$ cat config.mk
export PLATFORM = sky130hd
export DESIGN_NAME = seq_multiplier
export DESIGN_NICKNAME = d
export VERILOG_FILES = /design/src/rtl/multiplier_pkg.sv /design/src/rtl/mult_step.sv /design/src/rtl/seq_multiplier.sv
export SDC_FILE = /design/constraint.sdc
export NUM_CORES = 1
export LEC_CHECK = 0
export ABC_AREA = 1
export BUFFER_PORTS_ARGS = -buffer_cell sky130_fd_sc_hd__clkbuf_2
export CORE_MARGIN = 2
export CORE_UTILIZATION = 45
export CTS_CLUSTER_DIAMETER = 50
export DETAILED_ROUTE_END_ITERATION = 10
export PLACE_DENSITY = 0.65
export SYNTH_ARGS = -nofsm -noshare
export SYNTH_HDL_FRONTEND = slang
export SYNTH_SLANG_ARGS = --single-unit
$ cat constraint.sdc
create_clock -name clk -period 3.41 [get_ports clk]
set_input_delay 0.5115 -clock clk [delete_from_list [all_inputs] [get_ports clk]]
set_output_delay 0.5115 -clock clk [all_outputs]
set_load 0.02 [all_outputs]
$ cat src/rtl/multiplier_pkg.sv
// multiplier_pkg: shared FSM state type and sizing helper for the iterative multiplier.
package multiplier_pkg;
    typedef enum logic [1:0] {IDLE, BUSY, DONE} mult_state_t;
    function automatic int cnt_width(input int n);
        return $clog2(n + 1);
    endfunction
endpackage

$ cat src/rtl/mult_step.sv
// mult_step: combinational partial product of a magnitude and a few multiplier bits.
module mult_step #(
    parameter int WIDTH = 8,
    parameter int BITS_PER_CYCLE = 1
) (
    input  logic [WIDTH:0]                    mag_i,
    input  logic [BITS_PER_CYCLE-1:0]         bits_i,
    output logic [WIDTH+BITS_PER_CYCLE:0]     psum_o
);
    assign psum_o = {{BITS_PER_CYCLE{1'b0}}, mag_i} * {{(WIDTH+1){1'b0}}, bits_i};
endmodule

$ cat src/rtl/seq_multiplier.sv
// seq_multiplier: iterative shift-add multiplier, BITS_PER_CYCLE multiplier bits retired per cycle.
module seq_multiplier
    import multiplier_pkg::*;
#(
    parameter int WIDTH = 8,
    parameter int BITS_PER_CYCLE = 1
) (
    input  logic                 clk,
    input  logic                 rst,
    input  logic [WIDTH-1:0]     in_a,
    input  logic [WIDTH-1:0]     in_b,
    input  logic                 in_signed,
    input  logic                 in_vld,
    output logic                 in_rdy,
    output logic [2*WIDTH-1:0]   res,
    output logic                 res_vld
);
    localparam int N  = WIDTH / BITS_PER_CYCLE;
    localparam int CW = cnt_width(N);
    localparam int PW = WIDTH + BITS_PER_CYCLE + 1;
    if (WIDTH % BITS_PER_CYCLE != 0) begin : g_bad_bpc
        $error("BITS_PER_CYCLE must divide WIDTH");
    end
    mult_state_t state_q, state_d;
    logic [WIDTH:0] a_q, a_d, b_q, b_d, a_ext, b_ext;
    logic sign_q, sign_d, accept;
    logic [2*WIDTH-1:0] acc_q, acc_d, res_q, res_d, sum;
    logic [CW-1:0] cnt_q, cnt_d;
    logic [PW-1:0] pp;
    mult_step #(.WIDTH(WIDTH), .BITS_PER_CYCLE(BITS_PER_CYCLE)) u_step (
        .mag_i  (a_q),
        .bits_i (b_q[BITS_PER_CYCLE-1:0]),
        .psum_o (pp)
    );
    // Extra top bit lets -2^(WIDTH-1) keep its full magnitude after negation.
    assign a_ext   = {in_signed & in_a[WIDTH-1], in_a};
    assign b_ext   = {in_signed & in_b[WIDTH-1], in_b};
    assign sum     = acc_q + ((2*WIDTH)'(pp) << ((N - int'(cnt_q)) * BITS_PER_CYCLE));
    assign in_rdy  = state_q != BUSY;
    assign res_vld = state_q == DONE;
    assign res     = res_q;
    assign accept  = in_vld && in_rdy;
    always_comb begin
        state_d = state_q;
        a_d     = a_q;
        b_d     = b_q;
        sign_d  = sign_q;
        acc_d   = acc_q;
        cnt_d   = cnt_q;
        res_d   = res_q;
        if (accept) begin
            state_d = BUSY;
            a_d     = a_ext[WIDTH] ? -a_ext : a_ext;
            b_d     = b_ext[WIDTH] ? -b_ext : b_ext;
            sign_d  = a_ext[WIDTH] ^ b_ext[WIDTH];
            acc_d   = '0;
            cnt_d   = CW'(N);
        end else if (state_q == BUSY) begin
            acc_d = sum;
            b_d   = b_q >> BITS_PER_CYCLE;
            cnt_d = cnt_q - CW'(1);
            if (cnt_q == CW'(1)) begin
                state_d = DONE;
                res_d   = sign_q ? -sum : sum;
            end
        end
    end
    always_ff @(posedge clk) begin
        if (rst) begin
            state_q <= IDLE;
            a_q     <= '0;
            b_q     <= '0;
            sign_q  <= 1'b0;
            acc_q   <= '0;
            cnt_q   <= '0;
            res_q   <= '0;
        end else begin
            state_q <= state_d;
            a_q     <= a_d;
            b_q     <= b_d;
            sign_q  <= sign_d;
            acc_q   <= acc_d;
            cnt_q   <= cnt_d;
            res_q   <= res_d;
        end
    end
endmodule

==> qor.yml, run 1 <==
num_io_pins: 38
cp_slowest_cell: "fa_2"
insertion_delay_ns: 0.35
synth_area_leaders: "dfxtp_1, nand2_1, inv_1"
num_antenna_cells: 0
cts.sinks: 57
grt_pass1_vias: 4351
synth.largest_area_cell: "dfxtp_1"
ant_nets: 0
avgSynthCellArea_um2: 6.32
syn_nets: 741
worst-path-buf-inv: 4
grt_antenna_before_repair: 0
rows: 36
finalHoldViolations: 0
multi_input_area_um2: 3100
path_depth: 22
p_int_w: 0.00141
syn-cell-area_um2: 4420
status: "finished, final reports clean"
gp_congestion: 0.941
first_pass_iters: 5
die_w_um: 103
cp-endpoint: "res[15]"
grt-ovfl-total: 0
leakage_nw: 2.63
ir_drop_mv: 0.203
powerDensity_nw_per_um2: 446
design_power_total_w: 0.00242
slowest_delay_ns: 0.47
remaining_drc_errors: 0
drive_gt1_share_pct: 27.5
layout_common_cells: "nand2_1, inv_1, dfxtp_1"
path_max_fanout: 17
cp_data_required_time_ns: 3.65
first_iter_violations: 150
detailed_place.area_um2: 4810
clk_pin_slew_worst_paths_ns: 0.06
p_seq_share_pct: 30.4
clockRootBuffer: "clkbuf_8"
fin_nets: 798
worstPathArrival_ns: 3.53
hp-class: "in -> reg"
setup_viol: 0
h-tree-depth: 3
initial_core_util_pct: 45.9
period_share_pct: 96.6
post-dp-hpwl_um: 9300
finalMaxSlewViolations: 0
final_area_um2: 5440
yosys_warnings: 0
netlist.area_leader.share_pct: 25.8
finClkSkew_ns: 0.0126
port_buffers: 37
worst_slew_pin_slew_ns: 0.823
clk_path_buf_depth: 2
slew_headroom_pct: 45.1
final_common_cell: "nand2_1"
worstSetupStartpointType: "flop"
ys_seq_elements: 57
n_fill_cell: 969
netlist-cell-type-count: 42
switchingPower_w: 0.00101
die_height_um: 103
synthArstFlopShare_pct: 0
gr-usage-all-layers_pct: 23.5
grt_max_degree: 33
clkPwrFrac_pct: 23.5
setup-tns-final_ns: 0
cts_tree: "yes"
max_freq_ghz: 0.304
coreArea_um2: 9640
startpoint: "cnt_q[0]"
reg2regPathDepth: 22
ys_seq_area_share_pct: 25.8
comb_power_share_pct: 46.2
cp-end-kind: "flop"
viasPerCell: 5.15
ys.flop_type: "dfxtp_1"
dieArea_um2: 10600
final_util_pct: 56.4
drt-total-wl_um: 12000
p_sw_share_pct: 41.6
num_vias: 4597
r2r-end: "res[15]"
layout_min_cycle_time_ns: 3.29
crit_type: "reg -> reg"
path_cells: "inv_4 -> ha_4 -> buf_4 -> xnor2_4 -> inv_4 -> nand2_2 -> nor2_2 -> ha_2 -> fa_2 -> xor2_1 -> nor2_4 -> nand3_2 -> nor2_2 -> nand3_2 -> nor2_4 -> nand2_2 -> nand2_2 -> nand2_2 -> nand3_2 -> nand3_2 -> nand2_1 -> inv_1"
grt_pass1_wl_um: 19400
drv_cap: 0
r2r_setup_slack_ns: 0.12
area_growth_syn_to_layout_pct: 22.9
rsz0062_at_grt: "yes"
regArea_um2: 1150
r2r_start: "cnt_q[0]"
syn_inst: 700
crit_family: "simple AND/OR/NAND/NOR gates"
synth_edf_count: 0
numCtsBuffers: 9
wl_per_cell_um: 13.4
[cell type report]
| type | instances | area share (%) |
|---|---|---|
| clock inverter | 3 | 0.322 |
| multi-input combinational | 511 | 57.1 |
| timing repair buffer | 68 | 7.83 |
| sequential | 57 | 21.1 |
| clock buffer | 11 | 2.79 |
| tap | 133 | 3.06 |
| inverter | 110 | 7.80 |
[worst register-to-register path: stages (launching register included)]
cell and delay, ns:
dfxtp_2 0.35, inv_4 0.04, ha_4 0.16, buf_4 0.15, xnor2_4 0.20, inv_4 0.12, nand2_2 0.10, nor2_2 0.05
ha_2 0.20, fa_2 0.47, xor2_1 0.25, nor2_4 0.18, nand3_2 0.08, nor2_2 0.14, nand3_2 0.11, nor2_4 0.16
nand2_2 0.06, nand2_2 0.07, nand2_2 0.07, nand3_2 0.06, nand3_2 0.05, nand2_1 0.09, inv_1 0.03
[power groups by stage]
stage	sequential [W]	clock (W)	combinational [W]
after floorplan	0.000740	0	0.000676
after global placement	0.000744	0	0.000893
after detailed placement	0.000745	0	0.000903
after CTS	0.000731	0.000581	0.000915
after global routing	0.000740	0.000609	0.00123
final	0.000735	0.000568	0.00112
[flip-flops by register name, summed over array words and instances (netlist names)]
signal and cells:
b_q 9, acc_q 16, state_q 2, sign_q 1, cnt_q 4, a_q 9
res 16
[through the flow]
step           hold slack (ns)  instances  setup WS (ns)
2_1_floorplan            0.420        700         0.0110
3_3_place_gp             0.438        863        -0.0404
3_5_place_dp             0.438        863         -0.102
4_1_cts                  0.419        880         0.0266
5_1_grt                  0.456        893         -0.185
6_report                 0.432        893          0.117
[routing by layer]
metal | vias up | track usage, % | share of wire, %
li1 | 2390 | - | -
met1 | 2076 | 27.3 | 43
met2 | 97 | 40.1 | 48
met3 | 34 | 4.88 | 4.3
met4 | 0 | 13.2 | 4.5
met5 | - | 0 | 0
[synthesized netlist by cell type (5+ instances only)]
| cell | count |
|---|---|
| o21ai_1 | 6 |
| dfxtp_1 | 57 |
| nor2_2 | 8 |
| ha_1 | 20 |
| nand3b_1 | 5 |
| buf_2 | 7 |
| xnor2_1 | 6 |
| o211ai_1 | 14 |
| inv_2 | 9 |
| nand4_1 | 10 |
| nand2_2 | 26 |
| a21oi_1 | 45 |
| clkbuf_1 | 10 |
| nor3_1 | 8 |
| nor2_1 | 53 |
| nand2_1 | 174 |
| xor2_1 | 6 |
| o21ai_0 | 34 |
| nand3_2 | 9 |
| a31oi_1 | 10 |
| inv_1 | 97 |
| nand3_1 | 51 |
[worst min-delay path by stage]
stage	end	slack [ns]	start	cells after the start
6_report	a_q[7]	0.43	in_a[7]	2
3_5_place_dp	b_q[8]	0.44	b_q[8]	2
2_1_floorplan	a_q[8]	0.42	a_q[8]	2
3_3_place_gp	b_q[8]	0.44	b_q[8]	2
5_1_grt	state_q[0]	0.46	in_vld	3
4_1_cts	a_q[7]	0.42	in_a[7]	2
[kinds of logic after synthesis]
| group | Yosys count | share of synthesized area (%) |
|---|---|---|
| buf+inv | 132 | 11.8 |
| simple gates | 356 | 37.8 |
| compound gates | 119 | 15.2 |
| mux | 1 | 0.226 |
| xor+xnor | 14 | 3.11 |
| fa+ha+maj | 21 | 6.11 |
| flops | 57 | 25.8 |
[repair_timing]
| action | 4_1_cts | 5_1_grt |
|---|---|---|
| hold buffers | 0 | 0 |
| pin swaps | 1 | 29 |
| setup endpoints to repair | 7 | 16 |
| buffers inserted | 3 | 13 |
| gates resized for setup | 6 | 83 |
(Power assumes the default switching activity.)
==> inputs of run 2 (changes only) <==
- ABC_AREA: 1 -> not set
- CORE_UTILIZATION: 45 -> 40
- PLACE_DENSITY: 0.65 -> not set
==> run 2 against run 1 <==
  * The run now ends with negative setup slack left
  * Routed wire length grew 11%
  * Non-clock buffer count grew 111
  * Via count grew 1.3%
  * Cell area grew 18%
  * Total power shrank 12%
  * Global-route usage grew 0.67 points
  * Combinational power shrank 29%
  * Largest cell class unchanged
  * Clock power grew 8.1%
  * First-iteration DRC count grew 34%
==> qor.yml, run 2 <==
avgSynthCellArea_um2: 7.62  # +21%
synth_common_cells: "nor2_1, nand2_1, dfxtp_1, a21oi_1, a211oi_1"
grt_antenna_before_repair: 0  # unchanged
leakage_nw: 2.57  # -2.5%
synth_most_common_cell: "nor2_1"
layout_min_cycle_time_ns: 3.93  # +0.638 ns
first_pass_iters: 5  # unchanged
max_freq_ghz: 0.254  # -16%
area_growth_syn_to_layout_pct: 54.1
dieArea_um2: 11200  # +5.4%
synth-xor-area-share_pct: 7.15  # +4.0 points
violations: "negative setup slack"
final_common_cell: "buf_4"
insertion_delay_ns: 0.36  # about the same
viasPerCell: 5.50  # +6.9%
drive_gt1_share_pct: 44.1  # +17 points
ys.flop_type: "dfxtp_1"
synth_compound_area_share_pct: 25.8  # +11 points
ys_seq_area_share_pct: 27.5  # +1.7 points
ys_seq_elements: 57  # unchanged
ir_drop_mv: 0.200  # -1.5%
grt_pass1_wl_um: 21800  # +12%
gp_congestion: 0.869  # -7.6%
drv_cap: 0  # unchanged
holdPathStages: 3  # +1
final_area_um2: 6390  # +18%
clockRootBuffer: "clkbuf_8"
instances_no_fill: 846  # -5.3%
detailed_place.area_um2: 5390  # +12%
die_w_um: 106  # +2.7%
grt-ovfl-total: 0  # unchanged
grt_max_degree: 37  # +12%
setup_ws_ns: -0.522  # -0.638 ns
place_inst: 802  # -7.1%
synth_area_leaders: "dfxtp_1, nor2_1, ha_1"
slowest_delay_ns: 0.41  # -0.06 ns
status: "finished, violations left"
gr-usage-all-layers_pct: 24.1  # +0.67 points
layout_common_cells: "buf_4, nor2_1, nand2_1, dfxtp_1, clkbuf_2"
synthArstFlopShare_pct: 0  # unchanged
cts.hold.buffers_added: 0  # unchanged
syn-cell-area_um2: 4150  # -6.1%
r2r_start: "cnt_q[0]"
worst_slew_pin_slew_ns: 1.17  # +0.344 ns
powerDensity_nw_per_um2: 334  # -25%
netlist-cell-type-count: 66  # +57%
coreArea_um2: 10200  # +5.7%
clk_path_buf_depth: 2  # unchanged
numCtsBuffers: 9  # unchanged
ant_nets: 0  # unchanged
finClkSkew_ns: 0.0168  # +0.00419 ns
port_buffers: 37  # unchanged
netlist.area_leader.share_pct: 27.5  # +1.7 points
worstSetupStartpointType: "flop"
syn_inst: 545  # -22%
num_vias: 4656  # +1.3%
synthAdderAreaFrac_pct: 6.51  # +0.40 points
cts.sinks: 57  # unchanged
crit_path_frequent_cell: "buf_4"
num_io_pins: 38  # unchanged
synth_top_family_by_area: "compound AO/OA/AOI/OAI gates"
grt_pass1_vias: 4528  # +4.1%
min_from: "in_a[0]"
finalMaxSlewViolations: 0  # unchanged
yosys_warnings: 0  # unchanged
first_iter_violations: 201  # +34%
post-dp-hpwl_um: 9390  # +0.96%
rows: 37  # +2.8%
num_antenna_cells: 0  # unchanged
initial_core_util_pct: 40.7  # -5.1 points
path_cells: "inv_4 -> ha_4 -> buf_12 -> nand3_2 -> o21a_1 -> or2_4 -> nor3_4 -> ha_2 -> fa_2 -> a211oi_4 -> buf_4 -> o211a_4 -> a21oi_2 -> nor4_2 -> buf_4 -> o221ai_4 -> or3_4 -> a41o_1 -> nor3_1"
wl_per_cell_um: 15.8  # +18%
h-tree-depth: 3  # unchanged
period_share_pct: 115  # +19 points
clk_pin_slew_worst_paths_ns: 0.08  # +0.02 ns
synth_edf_count: 0  # unchanged
final_util_pct: 62.8  # +6.4 points
cp-end-kind: "flop"
finalHoldViolations: 0  # unchanged
reg2regPathDepth: 19  # -14%
hp-class: "in -> reg"
cts_tree: "yes"
synth.largest_area_cell: "dfxtp_1"
rsz0062_at_grt: "yes"
slew_headroom_pct: 22.3  # -23 points
fin_nets: 746  # -6.5%
cp_data_required_time_ns: 3.69  # +0.04 ns
crit_type: "reg -> reg"
synth_mux_area_share_pct: 4.73  # +4.5 points
r2r-end: "res[13]"
yosys.area_share.simple_pct: 23.4  # -14 points
setup_viol: 15  # +15
r2r_setup_slack_ns: -0.52  # -0.64 ns
remaining_drc_errors: 0  # unchanged
cp_slowest_cell: "dfxtp_4"
worstPathArrival_ns: 4.21  # +0.68 ns
die_height_um: 106  # +2.7%
syn_nets: 586  # -21%
drt-total-wl_um: 13400  # +11%
whs_endpoint: "a_q[0]"
path_max_fanout: 7  # -10
[run 2: cell count changes after synthesis, moves of 13 or more]
| cell | before | now |
|---|---|---|
| inv_1 | 97 | 21 |
| clkbuf_1 | 10 | 23 |
| a211oi_1 | 1 | 27 |
| nand2_2 | 26 | 0 |
| nand2_1 | 174 | 62 |
| xnor2_1 | 6 | 21 |
| nand3_1 | 51 | 16 |
| nor2_1 | 53 | 74 |
| o21ai_0 | 34 | 13 |
[run 2: per-layer routing]
layer | vias up | global-route usage [%] | wire length, µm
li1 | 2305 | - | -
met1 | 2236 | 28.7 | 5690
met2 | 89 | 43.9 | 6890
met3 | 26 | 3.96 | 457
met4 | 0 | 8.08 | 312
met5 | - | 0 | 0
[run 2: logic make-up (layout without fill, tap and decap cells)]
kind of cell / count (synthesis) / in the layout
simple gates: 214 / 214
xor+xnor: 33 / 33
fa+ha+maj: 21 / 21
flops: 57 / 57
mux: 12 / 12
buf+inv: 51 / 216
compound gates: 157 / 157
[run 2: through the flow]
stage                     setup slack, ns  power, W  hold slack [ns]  setup TNS, ns
final                              -0.522   0.00214            0.407          -4.03
after global routing               -0.710   0.00224            0.429          -6.86
after CTS                          -0.519   0.00206            0.406          -3.54
after detailed placement           -0.636   0.00135            0.453          -5.67
after global placement             -0.491   0.00134            0.442          -3.79
after floorplan                    -0.591   0.00110            0.436          -3.81
[run 2: final cells by class]
| cell class | instances | area, µm² |
|---|---|---|
| repair buffers | 179 | 1320 |
| clock inverters | 7 | 53.8 |
| clock buffers | 9 | 124 |
| well taps | 136 | 170 |
| fillers | 863 | 3790 |
| flip-flops and latches | 57 | 1150 |
| multi-input cells | 437 | 3500 |
| inverters | 21 | 81.3 |
[run 2: how the worst max path moves through the flow]
stage                  start       to  slack, ns  depth (start not counted)
finish              cnt_q[0]  res[13]      -0.52                         19
global route        cnt_q[0]  res[13]      -0.71                         19
floorplan           cnt_q[0]  res[13]      -0.59                         19
detailed placement  cnt_q[0]  res[15]      -0.64                         16
global placement    cnt_q[0]  res[15]      -0.49                         15
CTS                 cnt_q[0]  res[13]      -0.52                         18
[run 2: what timing repair did]
action / in CTS / in global routing
buffers inserted: 18 / 13
pin swaps: 38 / 55
endpoints found under the setup margin: 17 / 20
gates resized for setup: 76 / 51
[run 2: power by group]
| part | internal [W] | switching [W] |
|---|---|---|
| registers | 0.000695 | 0.0000308 |
| logic | 0.000395 | 0.000403 |
| clock network | 0.000268 | 0.000345 |
[run 2: critical path, delay by kind of cell, from the launching register on]
family                   cells  cell delay, ns
buffers and inverters        4            0.55
AND/OR/NAND/NOR              6            1.06
adder cells (fa/ha/maj)      3            0.76
flip-flops                   1            0.41
AO/OA/AOI/OAI                6            1.06
==> inputs of run 3 (changes only) <==
--- a/config.mk
+++ b/config.mk
@@ -9,5 +9,6 @@
 export CORE_MARGIN = 2
-export CORE_UTILIZATION = 40
+export CORE_UTILIZATION = 41
 export CTS_CLUSTER_DIAMETER = 50
 export DETAILED_ROUTE_END_ITERATION = 10
+export HOLD_SLACK_MARGIN = 0.06
 export SYNTH_ARGS = -nofsm -noshare
==> constraint.sdc (replaced) <==
create_clock -name clk -period 3.41 [get_ports clk]
set_input_delay 0 -clock clk [delete_from_list [all_inputs] [get_ports clk]]
set_output_delay 0 -clock clk [all_outputs]
set_load 0.02 [all_outputs]
==> run 3 against run 2 <==
  * The run still ends with negative setup slack left
  * Core utilization up 5.1 points
  * Largest cell class unchanged
  * Cell area grew 4.2%
  * Fmax shrank 3.7%
  * Clock power increased by 21%
  * Global-route usage rose by 1.8 points
  * Flip-flop and latch count did not move
  * Sequential power about the same
==> qor.yml, run 3 (synthesis gave the netlist of run 2 again) <==
comb_power_share_pct: 36.0  # -1.3 points
num_antenna_cells: 0  # unchanged
violations: "negative setup slack"
first_pass_iters: 4  # -1
num_vias: 4922  # +5.7%
n_fill_cell: 807  # -6.5%
finClkSkew_ns: 0.0161  # -0.000755 ns
crit_path_frequent_cell: "buf_4"
worstSetupStartpointType: "flop"
drv_cap: 0  # unchanged
final_common_cell: "buf_4"
max_freq_ghz: 0.245  # -3.7%
numCtsBuffers: 9  # unchanged
finalHoldViolations: 0  # unchanged
cp_data_required_time_ns: 3.68  # about the same
path_cells: "inv_4 -> ha_4 -> buf_4 -> xnor2_4 -> or2_4 -> nor3_2 -> ha_2 -> fa_2 -> a211oi_4 -> buf_4 -> o211a_1 -> a21oi_2 -> nor4_1 -> buf_4 -> o221ai_4 -> or3_4 -> a41o_1 -> nor3_1"
instances_no_fill: 877  # +3.7%
detailed_place.area_um2: 5380  # -0.16%
wl_per_cell_um: 16.5  # +4.5%
regArea_um2: 1150  # unchanged
area_growth_syn_to_layout_pct: 60.5
path_max_fanout: 6  # -1
finalMaxSlewViolations: 0  # unchanged
setup_ws_ns: -0.672  # -0.150 ns
insertion_delay_ns: 0.36  # about the same
layout_common_cells: "buf_4, nor2_1, nand2_1"
fin_nets: 780  # +4.6%
leakage_nw: 2.72  # +5.8%
first_iter_violations: 222  # +10%
drt-total-wl_um: 14500  # +8.4%
remaining_drc_errors: 0  # unchanged
ir_drop_mv: 0.237  # +19%
h-tree-depth: 3  # unchanged
whs_ns: 0.108  # -0.299 ns
p_sw_share_pct: 33.6  # -2.9 points
crit_type: "reg -> reg"
period_share_pct: 120  # +4.4 points
gp_congestion: 0.891  # +2.5%
cp_slowest_cell: "dfxtp_4"
dr_wl_met3_um: 555  # +21%
final_util_pct: 67.9  # +5.1 points
grt_pass1_wl_um: 23100  # +6.3%
grt_antenna_before_repair: 0  # unchanged
cp-end-kind: "flop"
status: "finished, violations left"
hp-class: "in -> reg"
powerDensity_nw_per_um2: 345  # +3.1%
cts.sinks: 57  # unchanged
highest_layer: "met4"
final_area_um2: 6660  # +4.2%
clk_path_buf_depth: 2  # unchanged
multi_input_area_um2: 3450  # -1.4%
clkPwrFrac_pct: 32.4  # +3.7 points
drive_gt1_share_pct: 43.8  # -0.27 points
clk_pin_slew_worst_paths_ns: 0.08  # about the same
p_seq_share_pct: 31.6  # -2.4 points
setup_viol: 16  # +1
slowest_delay_ns: 0.39  # -0.02 ns
dieArea_um2: 10900  # -2.3%
worstPathArrival_ns: 4.35  # +0.14 ns
grt_max_degree: 38  # +2.7%
wl_met1_um: 5880  # +3.3%
place_inst: 800  # -0.25%
die_w_um: 105  # -1.2%
switchingPower_w: 0.000771  # -1.1%
slew_headroom_pct: 47.1  # +25 points
rows: 36  # -2.7%
grt_pass1_vias: 4878  # +7.7%
viasPerCell: 5.61  # +2.0%
gr-usage-all-layers_pct: 25.9  # +1.8 points
layout_min_cycle_time_ns: 4.08  # +0.150 ns
coreArea_um2: 9820  # -3.6%
port_buffers: 37  # unchanged
place_ws_ns: -0.641  # -0.00506 ns
clockRootBuffer: "clkbuf_8"
p_int_w: 0.00153  # +12%
wl_met2_um: 7370  # +7.0%
ant_nets: 0  # unchanged
initial_core_util_pct: 42.3  # +1.5 points
die_height_um: 105  # -1.2%
post-dp-hpwl_um: 9520  # +1.4%
cts_tree: "yes"
num_io_pins: 38  # unchanged
worst_slew_pin_slew_ns: 0.792  # -0.374 ns
rsz0062_at_grt: "yes"
grt-ovfl-total: 0  # unchanged
[run 3: cell count changes in the layout (fill, tap and decap cells not counted), moves of 3 or more]
cell and change:
dlygate4sd3_1 +14, nor2_4 -3, a21oi_2 -5, buf_4 +22, a21oi_1 +3, nor2_1 +3
nand2_1 +3
[run 3: final timing paths]
kind | slack (ns) | cells after the start | endpoint | start
hold reg to reg | 0.46 | 2 | res[7] | res[7]
hold / removal | 0.11 | 5 | b_q[3] | in_b[3]
setup reg to reg | -0.67 | 18 | res[13] | cnt_q[0]
setup / recovery | -0.67 | 18 | res[13] | cnt_q[0]
[run 3: final cells by class]
| class | instances | share of cell area (%) |
|---|---|---|
| multi-input cells | 437 | 51.8 |
| repair buffers | 213 | 23.9 |
| flip-flops and latches | 57 | 17.2 |
| well taps | 133 | 2.50 |
| clock buffers | 9 | 1.86 |
| clock inverters | 7 | 1.54 |
| inverters | 21 | 1.22 |
[run 3: per-stage QoR]
| step | power, W | TNS [ns] |
|---|---|---|
| global route | 0.00241 | -7.79 |
| global placement | 0.00133 | -4.31 |
| detailed placement | 0.00134 | -5.52 |
| finish | 0.00230 | -5.37 |
| CTS | 0.00221 | -3.08 |
| floorplan | 0.00110 | -3.81 |
[run 3: power by group through the flow]
| stage | sequential, W | combinational [W] | clock, W |
|---|---|---|---|
| 3_3_place_gp | 0.000737 | 0.000591 | 0 |
| 3_5_place_dp | 0.000738 | 0.000601 | 0 |
| 5_1_grt | 0.000729 | 0.000889 | 0.000793 |
| 2_1_floorplan | 0.000732 | 0.000367 | 0 |
| 6_report | 0.000725 | 0.000828 | 0.000744 |
| 4_1_cts | 0.000724 | 0.000734 | 0.000753 |
[run 3: repair_timing]
item                                   CTS  global route
endpoints found under the hold margin   11             0
hold buffers                            14             0
pin swaps                               36            45
setup endpoints to repair               17            19
buffers inserted                        27            20
gates resized for setup                 72            44
[run 3: critical path: cells and delay by family (launching register included)]
family | cells | cell delay (ns)
compound gates | 5 | 1.02
xor+xnor | 1 | 0.16
fa+ha+maj | 3 | 0.76
buf+inv | 4 | 0.60
flops | 1 | 0.39
simple gates | 5 | 1.08
[run 3: routing by layer]
layer  global-route usage, %  up-vias
met3                    3.62       52
met5                       0        -
met1                    29.9     2344
met4                    12.3        0
met2                    47.1      149
li1                        -     2377
